### src/rtl/usb_txn_engine.sv
// rtl/usb_txn_engine.sv - host-side USB transaction engine with per-endpoint DATA0/DATA1 toggles
module usb_txn_engine #(
  parameter int DATA_W      = 64,
  parameter int TIMEOUT_CYC = 20,
  parameter int MAX_RETRY   = 8,
  parameter int NAK_LIMIT   = 15
) (
  input  logic              clk,
  input  logic              rst_L,
  input  logic              req_valid,
  output logic              req_ready,
  input  logic              req_dir,
  input  logic [6:0]        req_addr,
  input  logic [3:0]        req_endp,
  input  logic [DATA_W-1:0] req_data,
  input  logic              tog_clr,
  output logic              done,
  output logic [1:0]        done_code,
  output logic [DATA_W-1:0] rx_payload,
  output logic              tx_valid,
  input  logic              tx_ready,
  output logic [3:0]        tx_pid,
  output logic [6:0]        tx_addr,
  output logic [3:0]        tx_endp,
  output logic [DATA_W-1:0] tx_data,
  output logic              tx_has_data,
  input  logic              rx_valid,
  input  logic [3:0]        rx_pid,
  input  logic [DATA_W-1:0] rx_data,
  input  logic              rx_crc_err
);

  localparam logic [3:0] PID_OUT   = 4'b0001;
  localparam logic [3:0] PID_IN    = 4'b1001;
  localparam logic [3:0] PID_DATA0 = 4'b0011;
  localparam logic [3:0] PID_DATA1 = 4'b1011;
  localparam logic [3:0] PID_ACK   = 4'b0010;
  localparam logic [3:0] PID_NAK   = 4'b1010;
  localparam logic [3:0] PID_STALL = 4'b1110;

  localparam logic [1:0] CODE_OK    = 2'b00;
  localparam logic [1:0] CODE_RETRY = 2'b01;
  localparam logic [1:0] CODE_NAK   = 2'b10;
  localparam logic [1:0] CODE_STALL = 2'b11;

  localparam int TMO_W   = $clog2(TIMEOUT_CYC) + 1;
  localparam int RETRY_W = $clog2(MAX_RETRY) + 1;
  localparam int NAK_W   = $clog2(NAK_LIMIT) + 1;

  localparam logic [TMO_W-1:0]   TMO_LAST   = TMO_W'(TIMEOUT_CYC - 1);
  localparam logic [TMO_W-1:0]   TMO_ONE    = TMO_W'(1);
  localparam logic [RETRY_W-1:0] RETRY_LAST = RETRY_W'(MAX_RETRY - 1);
  localparam logic [RETRY_W-1:0] RETRY_ONE  = RETRY_W'(1);
  localparam logic [NAK_W-1:0]   NAK_LAST   = NAK_W'(NAK_LIMIT - 1);
  localparam logic [NAK_W-1:0]   NAK_ONE    = NAK_W'(1);

  typedef enum logic [2:0] {
    S_IDLE, S_TOKEN, S_DATA_TX, S_WAIT_HS, S_WAIT_DATA, S_SEND_ACK, S_DONE
  } state_t;

  typedef enum logic [2:0] {
    EV_NONE, EV_ACK, EV_NAK, EV_STALL, EV_RETRY, EV_DATA, EV_DUP
  } event_t;

  state_t               state;
  event_t               ev;
  logic                 dir_r;
  logic [3:0]           endp_r;
  logic [DATA_W-1:0]    data_r;
  logic [15:0]          toggle;
  logic [TMO_W-1:0]     tmo_cnt;
  logic [RETRY_W-1:0]   retry_cnt;
  logic [NAK_W-1:0]     nak_cnt;
  logic                 ack_final;
  logic                 waiting;
  logic                 rx_is_data;

  assign req_ready  = (state == S_IDLE);
  assign waiting    = (state == S_WAIT_HS) || (state == S_WAIT_DATA);
  assign rx_is_data = (rx_pid == PID_DATA0) || (rx_pid == PID_DATA1);

  // Classify what happened in a wait state this cycle; a response in the expiry cycle wins.
  always_comb begin
    ev = EV_NONE;
    if (waiting) begin
      if (rx_valid) begin
        if (rx_crc_err)
          ev = EV_RETRY;
        else if (rx_pid == PID_NAK)
          ev = EV_NAK;
        else if (rx_pid == PID_STALL)
          ev = EV_STALL;
        else if ((state == S_WAIT_HS) && (rx_pid == PID_ACK))
          ev = EV_ACK;
        else if ((state == S_WAIT_DATA) && rx_is_data)
          ev = ((rx_pid == PID_DATA1) == toggle[endp_r]) ? EV_DATA : EV_DUP;
        else
          ev = EV_RETRY;
      end else if (tmo_cnt == TMO_LAST) begin
        ev = EV_RETRY;
      end
    end
  end

  always_ff @(posedge clk or negedge rst_L) begin
    if (!rst_L) begin
      state       <= S_IDLE;
      dir_r       <= 1'b0;
      endp_r      <= 4'd0;
      data_r      <= '0;
      toggle      <= '0;
      tmo_cnt     <= '0;
      retry_cnt   <= '0;
      nak_cnt     <= '0;
      ack_final   <= 1'b0;
      done        <= 1'b0;
      done_code   <= CODE_OK;
      rx_payload  <= '0;
      tx_valid    <= 1'b0;
      tx_pid      <= 4'd0;
      tx_addr     <= 7'd0;
      tx_endp     <= 4'd0;
      tx_data     <= '0;
      tx_has_data <= 1'b0;
    end else begin
      done <= 1'b0;
      case (state)
        S_IDLE: begin
          if (tog_clr)
            toggle <= '0;
          if (req_valid) begin
            dir_r       <= req_dir;
            endp_r      <= req_endp;
            data_r      <= req_data;
            tmo_cnt     <= '0;
            retry_cnt   <= '0;
            nak_cnt     <= '0;
            tx_addr     <= req_addr;
            tx_endp     <= req_endp;
            tx_valid    <= 1'b1;
            tx_pid      <= req_dir ? PID_IN : PID_OUT;
            tx_data     <= '0;
            tx_has_data <= 1'b0;
            state       <= S_TOKEN;
          end
        end
        S_TOKEN: begin
          if (tx_ready) begin
            tmo_cnt <= '0;
            if (dir_r) begin
              tx_valid <= 1'b0;
              state    <= S_WAIT_DATA;
            end else begin
              tx_pid      <= toggle[endp_r] ? PID_DATA1 : PID_DATA0;
              tx_data     <= data_r;
              tx_has_data <= 1'b1;
              state       <= S_DATA_TX;
            end
          end
        end
        S_DATA_TX: begin
          if (tx_ready) begin
            tx_valid <= 1'b0;
            tmo_cnt  <= '0;
            state    <= S_WAIT_HS;
          end
        end
        S_WAIT_HS, S_WAIT_DATA: begin
          case (ev)
            EV_NONE: tmo_cnt <= tmo_cnt + TMO_ONE;
            EV_ACK: begin
              toggle[endp_r] <= ~toggle[endp_r];
              done           <= 1'b1;
              done_code      <= CODE_OK;
              state          <= S_DONE;
            end
            EV_STALL: begin
              done      <= 1'b1;
              done_code <= CODE_STALL;
              state     <= S_DONE;
            end
            EV_NAK: begin
              nak_cnt <= nak_cnt + NAK_ONE;
              if (nak_cnt == NAK_LAST) begin
                done      <= 1'b1;
                done_code <= CODE_NAK;
                state     <= S_DONE;
              end else begin
                tx_valid    <= 1'b1;
                tx_pid      <= dir_r ? PID_IN : PID_OUT;
                tx_data     <= '0;
                tx_has_data <= 1'b0;
                state       <= S_TOKEN;
              end
            end
            EV_RETRY: begin
              retry_cnt <= retry_cnt + RETRY_ONE;
              if (retry_cnt == RETRY_LAST) begin
                done      <= 1'b1;
                done_code <= CODE_RETRY;
                state     <= S_DONE;
              end else begin
                tx_valid    <= 1'b1;
                tx_pid      <= dir_r ? PID_IN : PID_OUT;
                tx_data     <= '0;
                tx_has_data <= 1'b0;
                state       <= S_TOKEN;
              end
            end
            EV_DATA, EV_DUP: begin
              if (ev == EV_DATA) begin
                rx_payload     <= rx_data;
                toggle[endp_r] <= ~toggle[endp_r];
              end
              // A duplicate is still ACKed so the device advances its own toggle.
              ack_final   <= (ev == EV_DATA);
              tx_valid    <= 1'b1;
              tx_pid      <= PID_ACK;
              tx_data     <= '0;
              tx_has_data <= 1'b0;
              state       <= S_SEND_ACK;
            end
            default: state <= S_IDLE;
          endcase
        end
        S_SEND_ACK: begin
          if (tx_ready) begin
            if (ack_final) begin
              tx_valid  <= 1'b0;
              done      <= 1'b1;
              done_code <= CODE_OK;
              state     <= S_DONE;
            end else begin
              tx_pid <= PID_IN;
              state  <= S_TOKEN;
            end
          end
        end
        S_DONE:  state <= S_IDLE;
        default: state <= S_IDLE;
      endcase
    end
  end

endmodule

### config.mk
export PLATFORM = sky130hd
export DESIGN_NAME = usb_txn_engine
export DESIGN_NICKNAME = d
export VERILOG_FILES = /design/src/rtl/usb_txn_engine.sv
export SDC_FILE = /design/constraint.sdc
export NUM_CORES = 1
export LEC_CHECK = 0
export ABC_CLOCK_PERIOD_IN_PS = 8200
export BUFFER_PORTS_ARGS = -buffer_cell sky130_fd_sc_hd__clkbuf_2
export CAP_MARGIN = 20
export CORE_AREA = 2 2 174 176
export DETAILED_ROUTE_END_ITERATION = 6
export DIE_AREA = 0 0 176 178
export HOLD_SLACK_MARGIN = 0.1
export SKIP_CTS_REPAIR_TIMING = 1
export SYNTH_ARGS = -nofsm -noshare
export SYNTH_HDL_FRONTEND = slang
export SYNTH_SLANG_ARGS = --single-unit
### constraint.sdc
create_clock -name clk -period 8.2 [get_ports clk]
set_clock_uncertainty 0.2 [all_clocks]
set_input_delay 1.23 -clock clk [delete_from_list [all_inputs] [get_ports clk]]
set_output_delay 1.23 -clock clk [all_outputs]
set_load 0.01 [all_outputs]
* After elaboration in Yosys (flattened, before gate mapping)
Index checks and enable logic that the tools add are counted.
** Operators by class
- Add/subtract/negate cells :: 3
- $lt $le $gt $ge :: 2
- Equal/unequal tests :: 42
- Muxes and demuxes :: 86
- Bitwise operators :: 1
- Reduce and logical (&&, ||, !) cells :: 29
** Operator list (count)
- 64-bit case mux with 3 select lines :: 2
- 64-bit two-way mux :: 5
- 16-bit case mux with 2 select lines :: 2
- 4-bit two-way mux :: 12
- 3-bit two-way mux :: 15
- 16-bit two-way mux :: 2
- 3-bit case mux with 5 select lines :: 2
- 1-bit two-way mux :: 19
- 6-bit two-way mux :: 3
- 2-bit inequality test (second input constant) :: 9
- 6-bit case mux with 3 select lines :: 1
- 16-bit bitwise mux :: 1
- 4-bit case mux with 4 select lines :: 1
- 3-bit == test (second input constant) :: 5
- 3-bit inequality test (second input constant) :: 5
- 3-bit by 2-bit == test with 1-bit output (second input constant) :: 4
- 4-bit == test (second input constant) :: 3
- 2-bit two-way mux :: 6
- 1-bit case mux with 3 select lines :: 4
- 4-bit case mux with 3 select lines :: 1
- 5-bit two-way mux :: 2
- 2-bit by 1-bit inequality test with 1-bit output (second input constant) :: 5
- 5-bit case mux with 2 select lines :: 1
- 10-bit AND reduction :: 1
- 37 further kinds :: 52
** Storage, ports and cells
- Register bits :: 248
- Input bits :: 151
- Output and inout port bits :: 149

* Longest topological paths before layout
Gate-level depths: netlist of the first run.
- Word-level depth :: 15
- Gate-level depth with buffers :: 11
- Gate-level depth less buffers :: 9

* Worst setup path after synthesis of the first run
No wires, ideal clock.
- Path type :: input -> register
- Start point :: input port rx_pid[2]
- End point :: register done_code[0]
- Library setup time :: 0.125 ns
- Arrival :: 3.013 ns
- Required time :: 7.875 ns
- Setup slack :: 4.862 ns
- Stages on the path :: 8
- Buffers on the path :: 0
- Cells stage by stage :: nor4bb_1 > nand2_1 > a21boi_0 > a31oi_4 > or2_2 > o221ai_2 > o21bai_4 > mux2_4
** Between the ends
- Word-level cells in the longest chain between the ends :: 13
** RTL lines
- start, declared :: RTL line 28 : input logic [3:0] rx_pid,
- 4-bit == test / 4-bit by 2-bit == test with 1-bit output (equally long branches) :: RTL line 80, 96
- 1-bit == test / 1-bit logical OR (equally long branches) :: RTL line 96, 80
- 2-bit two-way mux / 1-bit logical AND (equally long branches) :: RTL line 96, 95
- 2-bit two-way mux :: RTL line 95 : else if ((state == S_WAIT_DATA) && rx_is_data)
- 3-bit two-way mux :: RTL line 93 : else if ((state == S_WAIT_HS) && (rx_pid == PID_ACK))
- 3-bit two-way mux :: RTL line 91 : else if (rx_pid == PID_STALL)
- 3-bit two-way mux (*) :: RTL line 89 : else if (rx_pid == PID_NAK)
- 3-bit two-way mux (*) :: RTL line 87 : if (rx_crc_err)
- 3-bit two-way mux (*) :: RTL line 86 : if (rx_valid) begin
- 3-bit two-way mux (*) :: RTL line 85 : if (waiting) begin
- 3-bit == test, or another cell as far along :: RTL line 169 : case (ev)
- 2-bit case mux with 4 select lines, or another cell as far along :: RTL line 169
- 2-bit case mux with 2 select lines / 6-bit AND reduction (equally long branches)
- end signal, assigned :: RTL line 174 : done_code <= CODE_OK;
- end signal, assigned :: RTL line 179 : done_code <= CODE_STALL;
- end signal, assigned :: RTL line 186 : done_code <= CODE_NAK;
- end, declared :: RTL line 18 : output logic [1:0] done_code,
Mark *: on every way between the ends. The rest lies on a longest branch, timed or not.
A chain may end at the register's enable or synchronous reset.

* Worst setup path in the final report of the first run
- Start point :: register state[2]
- End point :: register tx_data[54]
** Between the ends
- Word-level cells in the longest chain between the ends :: 13
** RTL lines
- start, declared :: RTL line 65 : state_t state;
- start signal, assigned :: RTL line 107 : state <= S_IDLE;
- start signal, assigned :: RTL line 144 : state <= S_TOKEN;
- start signal, assigned :: RTL line 152 : state <= S_WAIT_DATA;
- 3-bit == test :: RTL line 79, 95, 127
- 1-bit logical AND :: RTL line 95
- 2-bit two-way mux :: RTL line 95
- 3-bit two-way mux :: RTL line 93
- 3-bit two-way mux :: RTL line 91
- 3-bit two-way mux :: RTL line 89
- 3-bit two-way mux :: RTL line 87
- 3-bit two-way mux :: RTL line 86
- 3-bit two-way mux :: RTL line 85
- 3-bit == test :: RTL line 169
- 2-bit OR reduction :: RTL line 169
- 64-bit case mux with 3 select lines / 4-bit by 2-bit inequality test with 1-bit output (equally long branches)
- 64-bit case mux with 3 select lines / 7-bit AND reduction (equally long branches)
- end signal, assigned :: RTL line 155 : tx_data <= data_r;
- end, declared :: RTL line 25 : output logic [DATA_W-1:0] tx_data,
Parallel ways exist; a longest one is shown, timed or not.

==> results of run 1 <==
## worst max path at each step
stage	end	depth (start not counted)
2_1_floorplan	done_code[0]	8
6_report	tx_data[54]	8
4_1_cts	tx_data[17]	9
3_5_place_dp	tx_data[18]	10
5_1_grt	tx_data[34]	9
3_3_place_gp	tx_data[13]	10
## sequential cells by signal, indices dropped and copies added, names as in the netlist
| name | cells |
|---|---|
| ack_final | 1 |
| data_r | 64 |
| dir_r | 1 |
| done | 1 |
| done_code | 2 |
| endp_r | 4 |
| nak_cnt | 5 |
| retry_cnt | 4 |
| rx_payload | 64 |
| state | 3 |
| tmo_cnt | 6 |
| toggle | 16 |
| tx_addr | 7 |
| tx_data | 64 |
| tx_has_data | 1 |
| tx_pid | 3 |
| tx_valid | 1 |
## cells in the final DEF, fill, tap and decap left out, types with 4 or more instances in the layout
cell	n
sky130_fd_sc_hd__a21oi_1	28
sky130_fd_sc_hd__a22o_1	66
sky130_fd_sc_hd__a31oi_1	5
sky130_fd_sc_hd__buf_4	6
sky130_fd_sc_hd__clkbuf_1	4
sky130_fd_sc_hd__clkbuf_16	29
sky130_fd_sc_hd__clkbuf_2	297
sky130_fd_sc_hd__clkbuf_8	5
sky130_fd_sc_hd__clkinv_2	6
sky130_fd_sc_hd__dfrtp_1	247
sky130_fd_sc_hd__ha_1	4
sky130_fd_sc_hd__inv_1	9
sky130_fd_sc_hd__mux2_2	66
sky130_fd_sc_hd__mux4_2	4
sky130_fd_sc_hd__nand2_1	259
sky130_fd_sc_hd__nand2b_1	8
sky130_fd_sc_hd__nand3_1	8
sky130_fd_sc_hd__nor2_1	24
sky130_fd_sc_hd__nor2b_1	9
sky130_fd_sc_hd__nor3_1	5
sky130_fd_sc_hd__o211ai_1	5
sky130_fd_sc_hd__o21ai_0	55
sky130_fd_sc_hd__o22ai_1	4
## cell families after synthesis
group / synth area share (%)
compound gates: 13.10
xor+xnor: 0.3432
fa+ha+maj: 0.4902
buf+inv: 2.892
flops: 60.53
mux: 8.749
other cells: 0.03672
simple gates: 13.86
## power groups by stage
stage	Combinational, mW	Clock [mW]	Sequential [mW]
finish	1.39	1.26	1.92
global route	1.56	1.37	1.98
CTS	1.42	1.31	1.92
detailed placement	1.42	0	1.93
global placement	1.40	0	1.93
floorplan	0.862	0	1.95
## worst reg2reg max path, stage by stage (launching register included)
cell                       delay, ps
sky130_fd_sc_hd__dfrtp_1         770
sky130_fd_sc_hd__or3b_2          560
sky130_fd_sc_hd__nor3_1          480
sky130_fd_sc_hd__a31oi_4         190
sky130_fd_sc_hd__o21ai_2         180
sky130_fd_sc_hd__nand4_1         170
sky130_fd_sc_hd__nand3b_1        140
sky130_fd_sc_hd__buf_4           590
sky130_fd_sc_hd__a22o_1          360
## per-stage QoR
stage	cells	area, sq um	power (mW)	setup WS (ps)	util (%)
after floorplan	920	10210	2.815	4862	-
after global placement	1563	12020	3.324	4340	40.88
after detailed placement	1563	12020	3.353	4278	40.88
after CTS	1611	12960	4.651	4493	44.08
after global routing	1611	12960	4.911	4225	44.08
final	1612	12960	4.576	4500	44.09
## routing by layer
metal  share of wire (%)  wire [um]  GRT usage, %  vias to the layer above
met4                 2.3        575         3.857                        0
li1                    -          -             -                     3742
met1                  44      11130         21.21                     3691
met3                 8.6       2185         4.561                       32
met5                   0          0             0                        -
met2                  46      11610         25.69                      322
## area by class of cell
cell class,count,area (sq um)
clock buffer,38,809.5
tap,390,488.0
sequential,247,6181
multi-input combinational,612,3750
inverter,9,33.78
timing repair buffer,305,1567
clock inverter,10,131.4
antenna,1,2.502
fill,2779,16440
==> flow_summary.rst, run 1 <==
.. list-table::
   :header-rows: 1

   * - Metric
     - Value
   * - Power per cell area
     - roughly 350 nW/um^2
   * - Final period utilization
     - 45.13%
   * - Unrepaired setup endpoints after global routing
     - false
   * - Register clock-pin slew on the reported worst setup and hold paths
     - about 60 ps
   * - All-layer global routing usage
     - between 15 and 20%
   * - Hold EP
     - data_r[56]
   * - Net switching power figure
     - 1.603 mW
   * - Count of endpoints failing setup in the final report
     - 0
   * - Height of the chip
     - 178 um
   * - Floorplan core area
     - just under 30,000 sq um
   * - Largest net degree at the start of global routing
     - 138
   * - Summed negative setup slack over all endpoints
     - 0 ps
   * - Number of flops mapped to enable cells by yosys
     - 0
   * - Number of pins with negative max-slew slack in the final report
     - 0
   * - H-Tree Depth
     - 1
   * - Antenna-violating nets left
     - 0
   * - Final period demand of the worst path
     - approximately 3700 ps
   * - Area fraction of the dominant cell type after synthesis
     - about three fifths
   * - Library cell with the highest instance count after synthesis
     - sky130_fd_sc_hd__nand2_1
   * - Primary flip-flop cell chosen by synthesis mapping
     - sky130_fd_sc_hd__dfrtp_1
   * - Synthesized flop and latch total
     - about 250
   * - Hold violation total from the final report
     - 0
   * - Cell internal pwr
     - a little under 3 mW
   * - Number of top-level pins
     - 300
   * - Number of vias per cell after detailed routing
     - a little under 5
   * - Total nets after synthesis
     - 1,075
   * - Synth Instances
     - between 900 and 1,000
   * - Clock Tree Buf Depth
     - 3
   * - Buffer type at the clock tree root
     - sky130_fd_sc_hd__clkbuf_16
   * - Netlist area before placement
     - approximately 10,000 sq um
   * - Peak supply drop
     - around 0.19 mV
   * - Total of warnings raised by yosys
     - 0
   * - Layout cells sized above 1
     - a little over a third
   * - Setup slack of the worst register-to-register path
     - between 4000 and 5000 ps
   * - Vias
     - slightly below 8,000
   * - Worst setup path class
     - reg2reg
   * - Syn Area/Cell
     - between 10 and 15 sq um
   * - Run status
     - finished clean
   * - Hold path depth
     - 2
   * - RD Place Congestion
     - about 0.86
   * - Final layout net count
     - around 1,400
   * - Max-cap check violation count
     - 0
   * - Async set-or-reset flop fraction in the synthesized netlist
     - 100.0%
   * - Full die area
     - roughly 31,000 sq um
   * - Slowest-stage cell, CP
     - sky130_fd_sc_hd__dfrtp_1
   * - Distinct cells, synth
     - 60
   * - Highest fanout seen on the critical path
     - 65
   * - Path class of the lowest-slack min-delay path
     - reg2reg
   * - TritonCTS clock tree
     - done
   * - Most area-consuming cells after synthesis
     - sky130_fd_sc_hd__dfrtp_1, sky130_fd_sc_hd__nand2_1, sky130_fd_sc_hd__mux2_2
   * - DR pass1 iterations
     - 5
   * - Top cell types by occurrence after synthesis
     - sky130_fd_sc_hd__nand2_1, sky130_fd_sc_hd__dfrtp_1, sky130_fd_sc_hd__a22o_1, sky130_fd_sc_hd__mux2_2, sky130_fd_sc_hd__o21ai_0
   * - Reg2Reg Capture Point
     - tx_data[54]
   * - Slew headroom
     - 38.12%
   * - Max Fclk
     - 270.3 MHz
   * - Portion of the post-synthesis area used by sequential elements
     - about three fifths
   * - Cell Rows
     - 63
   * - Top cell family by delay on the critical path
     - simple AND/OR/NAND/NOR gates
   * - Width of the die
     - between 150 and 200 um
   * - Sequential power share
     - a little over two fifths
   * - Worst-case hold slack
     - 270.9 ps
   * - Capturing element type of the critical path
     - flip-flop
   * - Clk network pwr share
     - about 28%
   * - Worst R2R Path Depth
     - 8
   * - Launching point of the worst reg2reg path
     - state[2]
   * - Number of port buffers
     - between 200 and 300
   * - Proportion of power drawn by combinational gates
     - a little under a third
   * - Data required time of the worst path
     - approximately 8500 ps
   * - WL per Instance
     - 15.82 um
   * - Startpoint kind of the worst setup timing path
     - flip-flop
   * - Arrival @ worst endpoint
     - a little under 4000 ps
   * - Launch point of the worst path
     - state[2]
   * - DPL Wire Length
     - around 17 mm
   * - Global route total overflow
     - 0
   * - Worst Min Path Start
     - data_r[56]
   * - Antenna violations before repair
     - 1
   * - Starting utilization of the core area
     - 34.73%
   * - Drt drc
     - 0
   * - Wire length of the first global-routing pass
     - around 40 mm
   * - TritonCTS buffer count
     - 28
   * - Cell type contributing the most total cell area after synthesis
     - sky130_fd_sc_hd__dfrtp_1
   * - Worst Tran Pin Value
     - 928.1 ps
   * - Cell-by-cell trace of the critical path
     - or3b_2 > nor3_1 > a31oi_4 > o21ai_2 > nand4_1 > nand3b_1 > buf_4 > a22o_1
   * - Latest clock arrival within the worst-skew pair
     - approximately 530 ps
   * - Peak per-stage delay on the critical path
     - 770 ps
   * - Sink count of the clock tree
     - 247
   * - Crit path buffers/inverters
     - 1
   * - Post-detailed-routing wire length
     - roughly 26 mm
   * - Leakage power figure
     - ~6.9 nW
   * - Switching power as a share of total power
     - between 30% and 40%
   * - Synth-to-layout area growth
     - 26.94%
   * - Initial DRC count
     - approximately 450
   * - Number of global-route vias before repair
     - approximately 7,700
Note: power is estimated with default switching activity, not from simulation.
==> run 2, diff against run 1 <==
--- a/config.mk
+++ b/config.mk
@@ -5,7 +5,7 @@
 export SDC_FILE = /design/constraint.sdc
 export NUM_CORES = 1
 export LEC_CHECK = 0
-export ABC_CLOCK_PERIOD_IN_PS = 8200
+export ABC_CLOCK_PERIOD_IN_PS = 3680
 export BUFFER_PORTS_ARGS = -buffer_cell sky130_fd_sc_hd__clkbuf_2
 export CAP_MARGIN = 20
 export CORE_AREA = 2 2 174 176
==> constraint.sdc (replaced) <==
create_clock -name clk -period 3.68 [get_ports clk]
set_clock_uncertainty 0.2 [all_clocks]
set_input_delay 0.552 -clock clk [delete_from_list [all_inputs] [get_ports clk]]
set_output_delay 0.552 -clock clk [all_outputs]
set_load 0.01 [all_outputs]
==> run 2 against run 1 <==
- core utilization rose by 5.1 points
- global-route usage rose by 0.41 points
- register-to-register slack worse by 4000 ps
- combinational power up 150%
- non-clock buffer count up 153
- via count grew 8.5%
- design area grew 12%
- worst setup slack got worse by 4000 ps
- total power grew 130%
- clock power is 110% higher
- clock-buffer cell count stayed put
- critical endpoint is now tx_data[43]
- largest cell class unchanged
==> flow_summary.rst, run 2 (same netlist as run 1, synthesis figures left out) <==
.. list-table::
   :header-rows: 1

   * - Metric
     - Value
   * - Run status
     - finished clean (unchanged)
   * - Clock Tree Buf Depth
     - 3 (unchanged)
   * - Wire length of the first global-routing pass
     - 41.18 mm (was 40.49 mm)
   * - Worst-case hold slack
     - 128.8 ps (was 270.9 ps)
   * - DPL Wire Length
     - 17.75 mm (was 16.70 mm)
   * - Hold violation total from the final report
     - 0 (unchanged)
   * - Max Fclk
     - 317.2 MHz (was 270.3 MHz)
   * - Max-cap check violation count
     - 0 (unchanged)
   * - Full die area
     - 31,330 sq um (unchanged)
   * - Global route total overflow
     - 0 (unchanged)
   * - Sink count of the clock tree
     - 247 (unchanged)
   * - Unrepaired setup endpoints after global routing
     - false (unchanged)
   * - Starting utilization of the core area
     - 34.73% (unchanged)
   * - Antenna violations before repair
     - 0 (was 1)
   * - Standard cell area after detailed placement
     - 12,170 sq um (was 12,020 sq um)
   * - Worst R2R Path Depth
     - 9 (was 8)
   * - Number of pins with negative max-slew slack in the final report
     - 0 (unchanged)
   * - Highest fanout seen on the critical path
     - 65 (unchanged)
   * - Largest net degree at the start of global routing
     - 84 (was 138)
   * - Buffer type at the clock tree root
     - sky130_fd_sc_hd__clkbuf_16 (unchanged)
   * - Post-detailed-routing wire length
     - 27.91 mm (was 25.50 mm)
   * - Leakage power figure
     - 7.527 nW (was 6.895 nW)
   * - Layout cells sized above 1
     - 32.61% (was 35.71%)
   * - H-Tree Depth
     - 1 (unchanged)
   * - Path class of the lowest-slack min-delay path
     - in2reg (was reg2reg)
   * - Register clock-pin slew on the reported worst setup and hold paths
     - 60 ps (about the same)
   * - RD Place Congestion
     - 0.8613 (was 0.8575)
   * - Latest clock arrival within the worst-skew pair
     - 540 ps (was 530 ps)
   * - Slew headroom
     - 46.33% (was 38.12%)
   * - Startpoint kind of the worst setup timing path
     - flip-flop (unchanged)
   * - All-layer global routing usage
     - 16.32% (was 15.91%)
   * - Final layout net count
     - 1,511 (was 1,358)
   * - DR pass1 iterations
     - 5 (unchanged)
   * - Worst setup path class
     - reg2reg (unchanged)
   * - Initial DRC count
     - 488 (was 451)
   * - Setup slack of the critical path after layout
     - 527.4 ps (was 4500 ps)
   * - Inserted Diodes
     - 0 (was 1)
   * - Number of top-level pins
     - 300 (unchanged)
   * - Sum of internal, switching and leakage power
     - 10.34 mW (was 4.576 mW)
   * - TritonCTS clock tree
     - done (unchanged)
   * - Registers with the most flip-flops
     - data_r x64, rx_payload x64, tx_data x64 (unchanged)
   * - Data required time of the worst path
     - 3900 ps (was 8460 ps)
   * - Vias
     - 8,448 (was 7,787)
   * - Number of port buffers
     - 298 (unchanged)
   * - Power per cell area
     - 715.2 nW/um^2 (was 353.0 nW/um^2)
   * - Final period demand of the worst path
     - 3153 ps (was 3700 ps)
   * - Capturing element type of the critical path
     - flip-flop (unchanged)
   * - Worst Tran Pin Value
     - 805.1 ps (was 928.1 ps)
   * - Setup slack of the worst register-to-register path
     - 530 ps (was 4500 ps)
   * - Hold path depth
     - 2 (unchanged)
   * - DP Worst Slack
     - 541.5 ps (was 4278 ps)
   * - Count of endpoints failing setup in the final report
     - 0 (unchanged)
   * - Most common cell after layout, fill and taps aside
     - sky130_fd_sc_hd__clkbuf_2 (unchanged)
   * - Synth-to-layout area growth
     - 41.65% (was 26.94%)
   * - Most frequent cells in the layout
     - sky130_fd_sc_hd__clkbuf_2, sky130_fd_sc_hd__nand2_1, sky130_fd_sc_hd__dfrtp_1 (unchanged)
   * - Drt drc
     - 0 (unchanged)
   * - Number of global-route vias before repair
     - 7,760 (was 7,659)
   * - Floorplan core area
     - 29,400 sq um (unchanged)
   * - TritonCTS buffer count
     - 28 (unchanged)
   * - WL per Instance
     - 15.82 um (about the same)
   * - Cell Rows
     - 63 (unchanged)
   * - Peak supply drop
     - 0.4129 mV (was 0.1946 mV)
   * - Width of the die
     - 176 um (unchanged)
   * - Arrival @ worst endpoint
     - 3370 ps (was 3960 ps)
   * - Number of vias per cell after detailed routing
     - 4.789 (was 4.831)
   * - Area of all placed cells without fillers
     - 14,460 sq um (was 12,960 sq um)
   * - Antenna-violating nets left
     - 0 (unchanged)
   * - Height of the chip
     - 178 um (unchanged)
   * - Final period utilization
     - 85.67% (was 45.13%)
   * - Summed negative setup slack over all endpoints
     - 0 ps (unchanged)
==> run 2: cell count changes in the layout (fill, tap and decap cells not counted), sizes merged <==
cell / delta
dlygate4sd3: +139
buf: +14
clkinvlp: +2
bufinv: -1
diode: -1
inv: -1
==> run 2: area by class of cell <==
type | count | area, sq um
clock buffers | 38 | 778.2
clock inverters | 10 | 120.1
fillers | 2612 | 14940
inverters | 9 | 33.78
multi-input cells | 612 | 3750
flip-flops and latches | 247 | 6181
well taps | 390 | 488.0
repair buffers | 458 | 3113
==> run 2: per-stage QoR <==
step / util [%] / instances
4_1_cts: 44.46 / 1625
6_report: 49.19 / 1764
2_1_floorplan: - / 920
5_1_grt: 49.19 / 1764
3_5_place_dp: 41.41 / 1577
3_3_place_gp: 41.41 / 1577
==> run 2: where the power goes <==
part	total (mW)	leakage (nW)	internal, mW	switching [mW]
clock	2.70	0.436	1.61	1.09
sequential	4.18	3.28	3.62	0.559
combinational	3.46	3.81	1.44	2.02
total	10.3	7.53	6.68	3.67
==> run 2: critical path, stage by stage (launching register included) <==
cell and delay (ps):
sky130_fd_sc_hd__dfrtp_1 480, sky130_fd_sc_hd__mux4_2 530, sky130_fd_sc_hd__a22o_1 260, sky130_fd_sc_hd__or3_4 410
sky130_fd_sc_hd__a31oi_4 240, sky130_fd_sc_hd__o21ai_2 80, sky130_fd_sc_hd__nand4_1 160, sky130_fd_sc_hd__nand3b_1 140
sky130_fd_sc_hd__buf_12 220, sky130_fd_sc_hd__a22o_1 270
==> run 2: final timing paths <==
kind / start / endpoint
setup / recovery: endp_r[2] / tx_data[43]
hold / removal: rx_data[3] / rx_payload[3]
setup reg to reg: endp_r[2] / tx_data[43]
hold reg to reg: data_r[21] / data_r[21]
max in group asynchronous: rst_L / rx_payload[16]
min in group asynchronous: rst_L / rx_payload[47]
==> run 2: routing by layer <==
| metal | share of wire, % | routed length (um) | global-route usage [%] |
|---|---|---|---|
| met1 | 43 | 11900 | 20.79 |
| met2 | 48 | 13400 | 27.64 |
| met3 | 7.1 | 1974 | 4.412 |
| met4 | 2.3 | 644 | 4.132 |
| met5 | 0 | 0 | 0 |
